<file path="config.mk">
export PLATFORM = sky130hd
export DESIGN_NAME = rate_counter_display
export DESIGN_NICKNAME = d
export VERILOG_FILES = /design/src/rtl/lab_display_pkg.sv /design/src/rtl/seg7_glyph.sv /design/src/rtl/rate_counter_display.sv
export SDC_FILE = /design/constraint.sdc
export NUM_CORES = 1
export LEC_CHECK = 0
export BUFFER_PORTS_ARGS = -buffer_cell sky130_fd_sc_hd__buf_2
export CORE_ASPECT_RATIO = 1.75
export CORE_UTILIZATION = 64
export DETAILED_ROUTE_END_ITERATION = 8
export GPL_ROUTABILITY_DRIVEN = 1
export PLACE_DENSITY = 0.91
export RECOVER_POWER = 50
export SYNTH_ARGS = -nofsm -noshare
export SYNTH_HDL_FRONTEND = slang
export SYNTH_SLANG_ARGS = --single-unit
</file>
<file path="constraint.sdc">
create_clock -name clock -period 10 [get_ports clock]
set_clock_uncertainty 0.15 [all_clocks]
set_input_delay 0 -clock clock [delete_from_list [all_inputs] [get_ports clock]]
set_output_delay 0 -clock clock [all_outputs]
set_load 0.01 [all_outputs]
</file>
<file path="src/rtl/lab_display_pkg.sv">
// Shared definitions for the lab display blocks: speed selects, active-low
// 7-segment glyphs (bit 0 = segment a) and digit limits for hex/BCD counting.
package lab_display_pkg;

  localparam logic [1:0] SPEED_FAST    = 2'b00;
  localparam logic [1:0] SPEED_1HZ     = 2'b01;
  localparam logic [1:0] SPEED_HALF    = 2'b10;
  localparam logic [1:0] SPEED_QUARTER = 2'b11;

  localparam logic [6:0] GLYPH_0 = 7'h40;
  localparam logic [6:0] GLYPH_1 = 7'h79;
  localparam logic [6:0] GLYPH_2 = 7'h24;
  localparam logic [6:0] GLYPH_3 = 7'h30;
  localparam logic [6:0] GLYPH_4 = 7'h19;
  localparam logic [6:0] GLYPH_5 = 7'h12;
  localparam logic [6:0] GLYPH_6 = 7'h02;
  localparam logic [6:0] GLYPH_7 = 7'h78;
  localparam logic [6:0] GLYPH_8 = 7'h00;
  localparam logic [6:0] GLYPH_9 = 7'h10;
  localparam logic [6:0] GLYPH_A = 7'h08;
  localparam logic [6:0] GLYPH_B = 7'h03;
  localparam logic [6:0] GLYPH_C = 7'h46;
  localparam logic [6:0] GLYPH_D = 7'h21;
  localparam logic [6:0] GLYPH_E = 7'h06;
  localparam logic [6:0] GLYPH_F = 7'h0E;

  localparam logic [6:0] BLANK_SEG = 7'h7F;

  localparam logic [3:0] HEX_MAX = 4'hF;
  localparam logic [3:0] BCD_MAX = 4'd9;

endpackage

</file>
<file path="src/rtl/seg7_glyph.sv">
// One hex digit to active-low 7-segment pattern (bit 0 = segment a).
module seg7_glyph
  import lab_display_pkg::*;
(
  input  logic [3:0] digit_i,
  output logic [6:0] seg_o
);

  // Glyph lookup; the case is full so no default path is needed for latches.
  always_comb begin
    case (digit_i)
      4'h0: seg_o = GLYPH_0;
      4'h1: seg_o = GLYPH_1;
      4'h2: seg_o = GLYPH_2;
      4'h3: seg_o = GLYPH_3;
      4'h4: seg_o = GLYPH_4;
      4'h5: seg_o = GLYPH_5;
      4'h6: seg_o = GLYPH_6;
      4'h7: seg_o = GLYPH_7;
      4'h8: seg_o = GLYPH_8;
      4'h9: seg_o = GLYPH_9;
      4'hA: seg_o = GLYPH_A;
      4'hB: seg_o = GLYPH_B;
      4'hC: seg_o = GLYPH_C;
      4'hD: seg_o = GLYPH_D;
      4'hE: seg_o = GLYPH_E;
      default: seg_o = GLYPH_F;
    endcase
  end

endmodule

</file>
<file path="src/rtl/rate_counter_display.sv">
// Multi-digit up/down hex/BCD counter advanced by a switch-selected rate
// divider, with parallel load, wrap flag and direct active-low HEX outputs.
// Optional macro RATE_COUNTER_BLANK_EN enables leading-zero blanking on segs.
module rate_counter_display
  import lab_display_pkg::*;
#(
  parameter int NUM_DIGITS = 2,
  parameter int CLK_HZ     = 50000000
) (
  input  logic                    clock,
  input  logic                    reset,
  input  logic                    enable,
  input  logic [1:0]              speed,
  input  logic                    up,
  input  logic                    bcd,
  input  logic                    load,
  input  logic [4*NUM_DIGITS-1:0] load_value,
  output logic [4*NUM_DIGITS-1:0] count,
  output logic                    step,
  output logic                    wrap,
  output logic [7*NUM_DIGITS-1:0] segs
);

  localparam int CW    = 4 * NUM_DIGITS;
  localparam int DIV_W = $clog2(4 * CLK_HZ);

  function automatic logic [DIV_W-1:0] reload(input logic [1:0] sel);
    case (sel)
      SPEED_FAST: return '0;
      SPEED_1HZ:  return DIV_W'(CLK_HZ - 1);
      SPEED_HALF: return DIV_W'(2 * CLK_HZ - 1);
      default:    return DIV_W'(4 * CLK_HZ - 1);
    endcase
  endfunction

  logic [DIV_W-1:0] div_q, div_d;
  logic [1:0]       speed_q;
  logic             bcd_q;
  logic [CW-1:0]    count_q, count_d;
  logic             step_q, step_d;
  logic             wrap_q, wrap_d;
  logic             tick;
  logic             carry;
  logic [3:0]       digit_max;
  logic [3:0]       dig;

  // Divider: a speed change restarts the period without ticking; otherwise
  // count down while enabled and tick on the reload edge.
  always_comb begin
    // NOTE: every always_comb output gets a default first so no path can infer a latch.
    div_d = div_q;
    tick  = 1'b0;
    if (speed != speed_q) begin
      div_d = reload(speed);
    end else if (enable) begin
      if (div_q == '0) begin
        tick  = 1'b1;
        div_d = reload(speed_q);
      end else begin
        div_d = div_q - DIV_W'(1);
      end
    end
  end

  // Counter next state: load beats a radix change, which beats a tick.
  always_comb begin
    count_d   = count_q;
    step_d    = 1'b0;
    wrap_d    = 1'b0;
    carry     = 1'b1;
    dig       = '0;
    digit_max = bcd ? BCD_MAX : HEX_MAX;
    if (load) begin
      for (int k = 0; k < NUM_DIGITS; k++) begin
        dig = load_value[4*k +: 4];
        count_d[4*k +: 4] = (bcd && dig > BCD_MAX) ? BCD_MAX : dig;
      end
    end else if (bcd != bcd_q) begin
      count_d = '0;
    end else if (tick) begin
      step_d = 1'b1;
      // Ripple from digit 0; a carry/borrow out of the top digit is a wrap.
      for (int k = 0; k < NUM_DIGITS; k++) begin
        dig = count_q[4*k +: 4];
        if (carry) begin
          if (up) begin
            if (dig == digit_max) begin
              count_d[4*k +: 4] = '0;
            end else begin
              count_d[4*k +: 4] = dig + 4'd1;
              carry = 1'b0;
            end
          end else begin
            if (dig == '0) begin
              count_d[4*k +: 4] = digit_max;
            end else begin
              count_d[4*k +: 4] = dig - 4'd1;
              carry = 1'b0;
            end
          end
        end
      end
      wrap_d = carry;
    end
  end

  // State registers with synchronous reset; the divider restarts a full period.
  always_ff @(posedge clock) begin
    // NOTE: sequential state uses non-blocking assignments so all registers update together.
    if (reset) begin
      div_q   <= reload(speed);
      speed_q <= speed;
      bcd_q   <= bcd;
      count_q <= '0;
      step_q  <= 1'b0;
      wrap_q  <= 1'b0;
    end else begin
      div_q   <= div_d;
      speed_q <= speed;
      bcd_q   <= bcd;
      count_q <= count_d;
      step_q  <= step_d;
      wrap_q  <= wrap_d;
    end
  end

  assign count = count_q;
  assign step  = step_q;
  assign wrap  = wrap_q;

  // One glyph decoder per digit, optionally blanking leading zeros above digit 0.
  for (genvar k = 0; k < NUM_DIGITS; k++) begin : g_digit
    logic [6:0] glyph;

    seg7_glyph u_glyph (
      .digit_i (count_q[4*k +: 4]),
      .seg_o   (glyph)
    );

`ifdef RATE_COUNTER_BLANK_EN
    if (k == 0) begin : g_lsd
      assign segs[7*k +: 7] = glyph;
    end else begin : g_upper
      assign segs[7*k +: 7] = (count_q[CW-1:4*k] == '0) ? BLANK_SEG : glyph;
    end
`else
    assign segs[7*k +: 7] = glyph;
`endif
  end

endmodule

</file>
==> impl_metrics.toml, run 1 <==
[synth]
synth.distinct_cells = 70
synth_top_family_by_area = "simple AND/OR/NAND/NOR gates"
ys.flop_type = "edfxtp_1"
synthMostInstantiatedCell = "nand2_1"
synth_area_sq_um = 3820
synth_top_cell_by_area = "edfxtp_1"
ys_ff_latch = 55
ys_seq_area_frac = 0.361
postSynthAreaPerCell_sq_um = 9.19
ys_top_cells_by_count = "42 x nand2_1, 31 x o21ai_0, 30 x nor2_1, 28 x edfxtp_1, 27 x dfxtp_1"
synth_edf_count = 28
yosys_warnings = 0
synth_nets = 457
yosys-mux-area-fraction = 0.0458
netlist_instances = 416
synth_compound_area_frac = 0.167
async_flop_share = 0
yosys.area_share.simple = 0.226
synth_xor_xnor_area_share = 0.0641
synth_adder_area_share = 0.0818
synth_top_area_share = 0.220
synthTopCellsByArea = "edfxtp_1 22%, dfxtp_1 14%, ha_1 8.2%"

[floorplan]
initial_utilization = 0.674
boundaryPins = 40
dieHeight_um = 104
die_area_sq_um = 6300
core_area_sq_um = 5680
rows = 36
die_x_um = 60.4

[clocking]
cts_sinks = 55
cts_max_path_buffers = 2
ctsResizeCount = 0
ctsHoldBuffers = 7
cts_tree = "done"
cts_buffers = 5
clk_latency_ns = 0.33
post-cts-setup-buffers = 0
htreeDepth = 2
clk_pin_slew_ns = 0.10
cts-root-buf = "clkbuf_8"

[route]
wirelength_um = 8640
ant_nets = 0
wl_per_cell_um = 16.5
routed_via_density = 6.21
vias = 3258
firstDrtPassIters = 4
drc = 0
drt_iter0_drc = 173

[placed_design]
preCtsSetupSlack_ns = 5.79
hpwl_um = 6340
io_buffers = 39
globalplace.congestion = 0.982
place_area_sq_um = 4010

[hold_path]
worstHoldPathType = "input port to register"

[critical_path]
crit_path_end_kind = "register"
r2r_slack_ns = 5.71
criticalPathCategory = "register to register"
cp.required_ns = 10.07
critPathMaxFanout = 11
critPathArrivalTime_ns = 4.37
critPathLaunchType = "register"

[global_routing]
grt_pass1_wl_um = 14100
grt_pass1_vias = 3125
antenna_found_initial = 0
grt-ovfl-total = 0
grt_start_max_net_pins = 29
grt_use_total = 0.292

[layout]
fin_nets = 489
drive_gt1_frac = 0.0869
syn_to_final_growth_pct = 7.76
nFillCells = 462
n_antenna_cell = 0
stdcell_area_sq_um = 4120

[sta]
min_period_ns = 4.29
max_freq_ghz = 0.233
tightest_slew_ns = 1.20
finalMaxSlewViolations = 0
fin_crit_sh = 0.429
tns_ns = 0
rsz0062_at_grt = "no"
final_hold_viol_count = 0
setup_viol = 0
max-slew-margin-rel = 0.201
finalWorstSetupSlack_ns = 5.71

[power]
p_sw_frac = 0.331
power.leakage_nw = 1.65
clockPowerShare = 0.216
ir_drop_mv = 0.119
seq_power_share = 0.526
intPower_mw = 0.381
p_per_area_nw_per_um2 = 138
p_sw_mw = 0.188
pwr-share-comb = 0.258

[run_status]
outcome = "completed"

[run]
drv_cap = 0
-- final cells by class --
type                            count  area, sq um  area share
Timing Repair Buffer               47          235      0.0571
Inverter                           25         93.8      0.0228
Clock buffer                        8         80.1      0.0194
Multi-Input combinational cell    314         2230       0.542
Tap cell                           76         95.1      0.0231
Sequential cell                    55         1380       0.335
-- placed cells by master, fill, tap and decap left out, types with 13 or more instances in the layout --
cell type,Yosys,layout
nor3_1,14,14
o21ai_0,31,31
dfxtp_1,27,27
nor2_1,30,30
nand2_1,42,42
clkbuf_1,12,31
edfxtp_1,28,28
mux2i_1,13,13
xnor2_1,17,17
inv_1,23,23
ha_1,25,25
-- sequential cells by signal (all words and copies together), names as in the netlist --
signal	cells
bcd_q	1
count	8
div_q	28
g_digit.u_glyph.seg_o	14
speed_q	2
step	1
wrap	1
-- path summary, 6_finish.rpt --
check	start	endpoint	cells past startpoint
hold reg to reg	count[0]	count[0]	1
setup reg to reg	div_q[0]	g_digit[1].u_glyph.seg_o[6]	11
setup / recovery	div_q[0]	g_digit[1].u_glyph.seg_o[6]	11
hold / removal	load_value[6]	count[6]	3
-- worst max-delay path, stage by stage, from the launching register on --
cell and delay, ns:
edfxtp_1 0.44, inv_1 0.12, ha_1 0.16, nor4b_1 0.41
nand4_1 0.25, o41ai_2 0.90, and2_1 0.39, mux2i_1 0.58
inv_1 0.14, ha_1 0.23, and3_1 0.14, a221o_1 0.26
-- per-stage QoR --
step           cells  power [mW]  hold WS (ns)   util
2_1_floorplan    416       0.409        -0.122      -
3_3_place_gp     510       0.442        0.0262  0.706
3_5_place_dp     510       0.449        0.0240  0.706
4_1_cts          525       0.571        0.0516  0.733
5_1_grt          525       0.593        0.0776  0.726
6_report         525       0.569        0.0539  0.726
-- cell families after synthesis --
kind of cell    Yosys count
mux                      17
flops                    55
buf+inv                  47
xor+xnor                 28
fa+ha+maj                25
compound gates           91
simple gates            153
-- power groups by stage --
stage                     Sequential, mW  Clock [mW]  Combinational (mW)
after floorplan                    0.300           0               0.109
after global placement             0.301           0               0.141
after detailed placement           0.303           0               0.146
after CTS                          0.298       0.123               0.150
after global routing               0.302       0.128               0.162
final                              0.299       0.123               0.147
-- metal layers --
metal	track usage	routed length, um	vias to the layer above
met5	0	0	-
met4	0.151	284	0
met3	0.0473	355	21
met2	0.508	4770	116
met1	0.322	3220	1549
li1	-	-	1572
No activity file was read; power rests on OpenSTA's default activity.
==> run 2, diff against run 1 <==
- CORE_UTILIZATION: 64 -> 60
- PLACE_DENSITY: 0.91 -> 0.86
- clock period: 10 -> 4.45 ns (I/O delays scaled with it)
==> run 2 against run 1 <==
Effect of this change: wire length is 3.2% higher; sequential power up 120%; critical path depth is 2 higher; global-route usage shrank 0.69 points; worst setup slack worse by 4.7 ns.
==> impl_metrics.toml, run 2 (synthesized netlist as in run 1, its figures left out) <==
[run_status]
outcome = "completed"

[global_routing]
antenna_found_initial = 0
grt-ovfl-total = 0
grt_pass1_wl_um = 15100
grt_use_total = 0.285
grt_pass1_vias = 3255
grt_start_max_net_pins = 29

[layout]
fin_nets = 491
layout_common_cells = "42 x nand2_1, 31 x o21ai_0, 30 x nor2_1"
largest_reg_flops = 28
layout_commonest_cell = "nand2_1"
syn_to_final_growth_pct = 8.34
top_register = "div_q"
stdcell_area_sq_um = 4140
regArea_sq_um = 1380
drive_gt1_frac = 0.0931
utilization = 0.670
nFillCells = 545
n_antenna_cell = 0
multi_input_area_sq_um = 2230

[sta]
rsz0062_at_grt = "no"
fin_crit_sh = 0.785
max_freq_ghz = 0.286
finalWorstSetupSlack_ns = 0.959
setup_viol = 0
tns_ns = 0
finalMaxSlewViolations = 0
tightest_slew_ns = 1.19
min_period_ns = 3.49
max-slew-margin-rel = 0.205
holdWs_ns = 0.0336
final_hold_viol_count = 0

[route]
firstDrtPassIters = 4
ant_nets = 0
drc = 0
wl_per_cell_um = 16.8
wirelength_um = 8920
routed_via_density = 6.15
vias = 3265
drt_iter0_drc = 224

[critical_path]
crit_chain = "inv_1 -> ha_1 -> nor4b_1 -> nand4_1 -> o41ai_2 -> buf_4 -> and2_1 -> mux2i_1 -> buf_4 -> inv_1 -> ha_1 -> and3_1 -> a221o_1"
critPathArrivalTime_ns = 3.56
r2r-end = "g_digit[1].u_glyph.seg_o[6]"
r2r_start = "div_q[0]"
r2r_cells = 13
startpoint = "div_q[0]"
critPathLaunchType = "register"
crit_path_end_kind = "register"
r2r_slack_ns = 0.96
criticalPathCategory = "register to register"
slowest_delay_ns = 0.44
cp.required_ns = 4.52
worst_path_max_delay_cell = "edfxtp_1"
critPathMaxFanout = 11

[clocking]
clk_latency_ns = 0.32
cts_tree = "done"
ctsHoldBuffers = 7
ctsResizeCount = 0
cts_max_path_buffers = 2
cts_sinks = 55
post-cts-setup-buffers = 0
clk_pin_slew_ns = 0.09
cts-root-buf = "clkbuf_8"
htreeDepth = 2
cts_buffers = 5

[power]
p_per_area_nw_per_um2 = 311
ir_drop_mv = 0.238
power.leakage_nw = 1.67

[floorplan]
rows = 38
dieHeight_um = 108
initial_utilization = 0.619
core_area_sq_um = 6180
die_area_sq_um = 6710
boundaryPins = 40
die_x_um = 62.3

[placed_design]
io_buffers = 39
preCtsSetupSlack_ns = 1.05
globalplace.congestion = 0.958
hpwl_um = 6610
place_area_sq_um = 4030

[hold_path]
worstHoldPathType = "input port to register"
hold_path_end = "count[6]"
worstHoldStart = "load_value[6]"
whs_path_depth = 3

[run]
drv_cap = 0
-- run 2: critical path: cells and delay by family, from the launching register on --
family | cells | cell delay (ns)
DFF | 1 | 0.44
muxes | 1 | 0.24
adders and majority gates | 2 | 0.35
and+or+nand+nor | 4 | 1.00
buffers and inverters | 4 | 0.61
AOI/OAI and AO/OA | 2 | 0.61
-- run 2: final cells by class --
type / instances / area share
clock inverters: 1 / 0.00121
repair buffers: 49 / 0.0604
inverters: 25 / 0.0227
clock buffers: 7 / 0.0187
well taps: 80 / 0.0242
flip-flops and latches: 55 / 0.333
multi-input cells: 314 / 0.539
-- run 2: how the worst max path moves through the flow --
stage,end
floorplan,g_digit[1].u_glyph.seg_o[6]
global placement,g_digit[1].u_glyph.seg_o[6]
detailed placement,g_digit[1].u_glyph.seg_o[6]
CTS,g_digit[1].u_glyph.seg_o[6]
global route,g_digit[1].u_glyph.seg_o[0]
finish,g_digit[1].u_glyph.seg_o[6]
-- run 2: per-layer routing --
layer | GRT usage | vias to the layer above | part of all wire
met4 | 0.154 | 0 | 0.042
met1 | 0.281 | 1573 | 0.36
li1 | - | 1575 | -
met2 | 0.558 | 89 | 0.57
met5 | 0 | - | 0
met3 | 0.0403 | 28 | 0.031
-- run 2: report_power, final --
group | internal (mW) | leakage (nW) | switching (mW)
combinational | 0.145 | 1.10 | 0.192
clock | 0.113 | 0.0452 | 0.168
sequential | 0.600 | 0.518 | 0.0702
total | 0.859 | 1.67 | 0.430
-- run 2: per-stage QoR --
step | std cells | power, mW
global route | 531 | 1.35
floorplan | 416 | 0.919
global placement | 516 | 0.999
CTS | 531 | 1.29
finish | 531 | 1.29
detailed placement | 516 | 1.01
==> run 3, diff against run 2 <==
- ABC_AREA: unset -> 1
- PLACE_DENSITY: 0.86 -> 0.85
- clock period: 4.45 -> 3.3 ns (I/O delays scaled with it)
==> run 3 against run 2 <==
Effect of this change: global-route usage is 0.96 points higher; clock power is 110% higher; clock-buffer cell count is 2 lower; register-to-register slack worse by 0.67 ns; total power is 53% higher; critical path depth is 2 higher; critical path type unchanged; largest cell class unchanged.
==> impl_metrics.toml, run 3 <==
[hold_path]
worstHoldStart = "load"
hold_path_end = "step"
worstHoldPathType = "input port to register"
whs_path_depth = 4

[sta]
tightest_slew_ns = 1.21
final_hold_viol_count = 0
max_freq_ghz = 0.332
holdWs_ns = 0.0641
setup_viol = 0
max-slew-margin-rel = 0.192
tns_ns = 0
min_period_ns = 3.02
fin_crit_sh = 0.914
finalMaxSlewViolations = 0
rsz0062_at_grt = "no"

[global_routing]
grt_use_total = 0.294
grt-ovfl-total = 0
grt_pass1_wl_um = 16900
grt_start_max_net_pins = 29
grt_pass1_vias = 3805
antenna_found_initial = 0

[route]
met1_length_um = 3640
routed_via_density = 5.39
ant_nets = 0
vias = 3896
routed.top_layer = "met4"
drt_iter0_drc = 239
firstDrtPassIters = 4
drc = 0
wl_met3_um = 263
wl_per_cell_um = 14.3
met2_length_um = 5960
wirelength_um = 10400

[critical_path]
r2r-end = "g_digit[1].u_glyph.seg_o[3]"
worst_path_max_delay_cell = "edfxtp_1"
startpoint = "div_q[15]"
critPathBufInv = 2
crit_chain = "nor2_1 -> nand2_4 -> nor2_4 -> nand2_1 -> nor2_8 -> nand3_4 -> nand2_4 -> nand2_1 -> nand3_2 -> inv_1 -> ha_1 -> inv_1 -> nand3_1 -> nand3_1 -> nand2_1"
path_delay_family = "simple AND/OR/NAND/NOR gates"
r2r_cells = 15
slowest_delay_ns = 0.50
critPathLaunchType = "register"
crit_path_end_kind = "register"
critPathMaxFanout = 8
criticalPathCategory = "register to register"
critPathArrivalTime_ns = 3.06
r2r_slack_ns = 0.28
cp.required_ns = 3.35
r2r_start = "div_q[15]"
critical_path.most_common_cell = "nand2_1"

[run_status]
outcome = "completed"

[clocking]
clk_latency_ns = 0.30
cts_tree = "done"
cts_buffers = 5
cts_max_path_buffers = 2
htreeDepth = 2
cts_sinks = 55
cts-root-buf = "clkbuf_16"
ctsResizeCount = 0
post-cts-setup-buffers = 0
clk_pin_slew_ns = 0.07

[synth]
synth_top_area_share = 0.196
synthTopCellsByArea = "edfxtp_1 20%, nand2_1 15%, dfxtp_1 13%"
synth_nets = 637
postSynthAreaPerCell_sq_um = 7.20
async_flop_share = 0
ys_ff_latch = 55
yosys_warnings = 0
synth_edf_count = 28
ys.flop_type = "edfxtp_1"
ys_top_cells_by_count = "169 x nand2_1, 69 x inv_1, 55 x nand3_1, 54 x nor2_1, 28 x edfxtp_1"
synthMostInstantiatedCell = "nand2_1"
synth_top_cell_by_area = "edfxtp_1"
ys_seq_area_frac = 0.322
netlist_instances = 596
synth.distinct_cells = 37
synth_area_sq_um = 4290

[layout]
drive_gt1_frac = 0.122
largest_reg_flops = 28
fin_nets = 679
top_register = "div_q"
layout_common_cells = "171 x nand2_1, 69 x inv_1, 57 x nor2_1"
n_antenna_cell = 0
layout_commonest_cell = "nand2_1"
nFillCells = 613
syn_to_final_growth_pct = 8.80

[placed_design]
globalplace.congestion = 0.946
io_buffers = 39
hpwl_um = 8170

[power]
power.leakage_nw = 2.31
p_per_area_nw_per_um2 = 422
ir_drop_mv = 0.254

[run]
drv_cap = 0

[floorplan]
boundaryPins = 40
core_area_sq_um = 6910
die_area_sq_um = 7510
initial_utilization = 0.622
dieHeight_um = 114
rows = 40
die_x_um = 65.9
==> run 3: cell count changes in the layout (fill, tap and decap cells not counted), moves of 9 or more <==
cell | before | now
a21oi_1 | 11 | 22
inv_1 | 23 | 69
mux2i_1 | 13 | 0
nand2_1 | 42 | 171
nand3_1 | 8 | 55
nand3_2 | 0 | 10
nand4_1 | 6 | 16
nor2_1 | 30 | 57
nor3_1 | 14 | 5
o22ai_1 | 9 | 0
xnor2_1 | 17 | 6
==> run 3: kinds of logic after synthesis <==
kind of cell,Yosys count,synth area share
adder cells (fa/ha/maj),25,0.0729
flip-flops,55,0.322
buffers and inverters,90,0.0854
XOR/XNOR,18,0.0367
AND/OR/NAND/NOR,354,0.419
AO/OA/AOI/OAI,54,0.0647
==> run 3: how the worst max path moves through the flow <==
stage,endpoint,cells past startpoint,slack [ns]
after floorplan,g_digit[1].u_glyph.seg_o[3],16,0.91
after global placement,g_digit[1].u_glyph.seg_o[3],15,0.64
after global routing,g_digit[0].u_glyph.seg_o[0],14,0.12
after detailed placement,g_digit[1].u_glyph.seg_o[3],16,0.56
final,g_digit[1].u_glyph.seg_o[3],15,0.28
after CTS,g_digit[1].u_glyph.seg_o[3],16,0.51
==> run 3: stage by stage <==
step / instances / instance area, sq um / setup slack [ns] / power (mW) / util
2_1_floorplan: 596 / 4290 / 0.907 / 1.25 / -
3_3_place_gp: 711 / 4550 / 0.642 / 1.38 / 0.659
3_5_place_dp: 711 / 4550 / 0.562 / 1.39 / 0.659
4_1_cts: 723 / 4750 / 0.513 / 2.00 / 0.688
5_1_grt: 723 / 4670 / 0.115 / 2.08 / 0.676
6_report: 723 / 4670 / 0.285 / 1.97 / 0.676
==> run 3: layout make-up <==
type / count / area (sq um) / area share
Multi-Input combinational cell: 451 / 2500 / 0.535
Sequential cell: 55 / 1380 / 0.296
Inverter: 80 / 309 / 0.0662
Timing Repair Buffer: 45 / 213 / 0.0455
Clock buffer: 5 / 125 / 0.0268
Tap cell: 84 / 105 / 0.0225
Clock inverter: 3 / 38.8 / 0.00830
==> run 3: layer usage <==
metal	vias to the layer above	GRT usage
met2	92	0.597
met4	0	0.146
met1	1773	0.265
li1	1996	-
met3	35	0.0410
met5	-	0
==> run 3: what timing repair did <==
item / in CTS / in global routing
hold buffers: 4 / 0
setup endpoints to repair: 0 / 0
hold endpoints to repair: 5 / 0
==> run 3: power breakdown <==
| part | total (mW) | leakage [nW] | internal [mW] | switching, mW |
|---|---|---|---|---|
| logic | 0.505 | 1.72 | 0.170 | 0.334 |
| clock network | 0.602 | 0.0812 | 0.355 | 0.248 |
| registers | 0.864 | 0.515 | 0.801 | 0.0632 |
==> run 3: tightest hold or removal path: cells and delay by family <==
kind                   cells  cell delay, ns
and+or+nand+nor            2            0.23
buffers and inverters      2            0.23
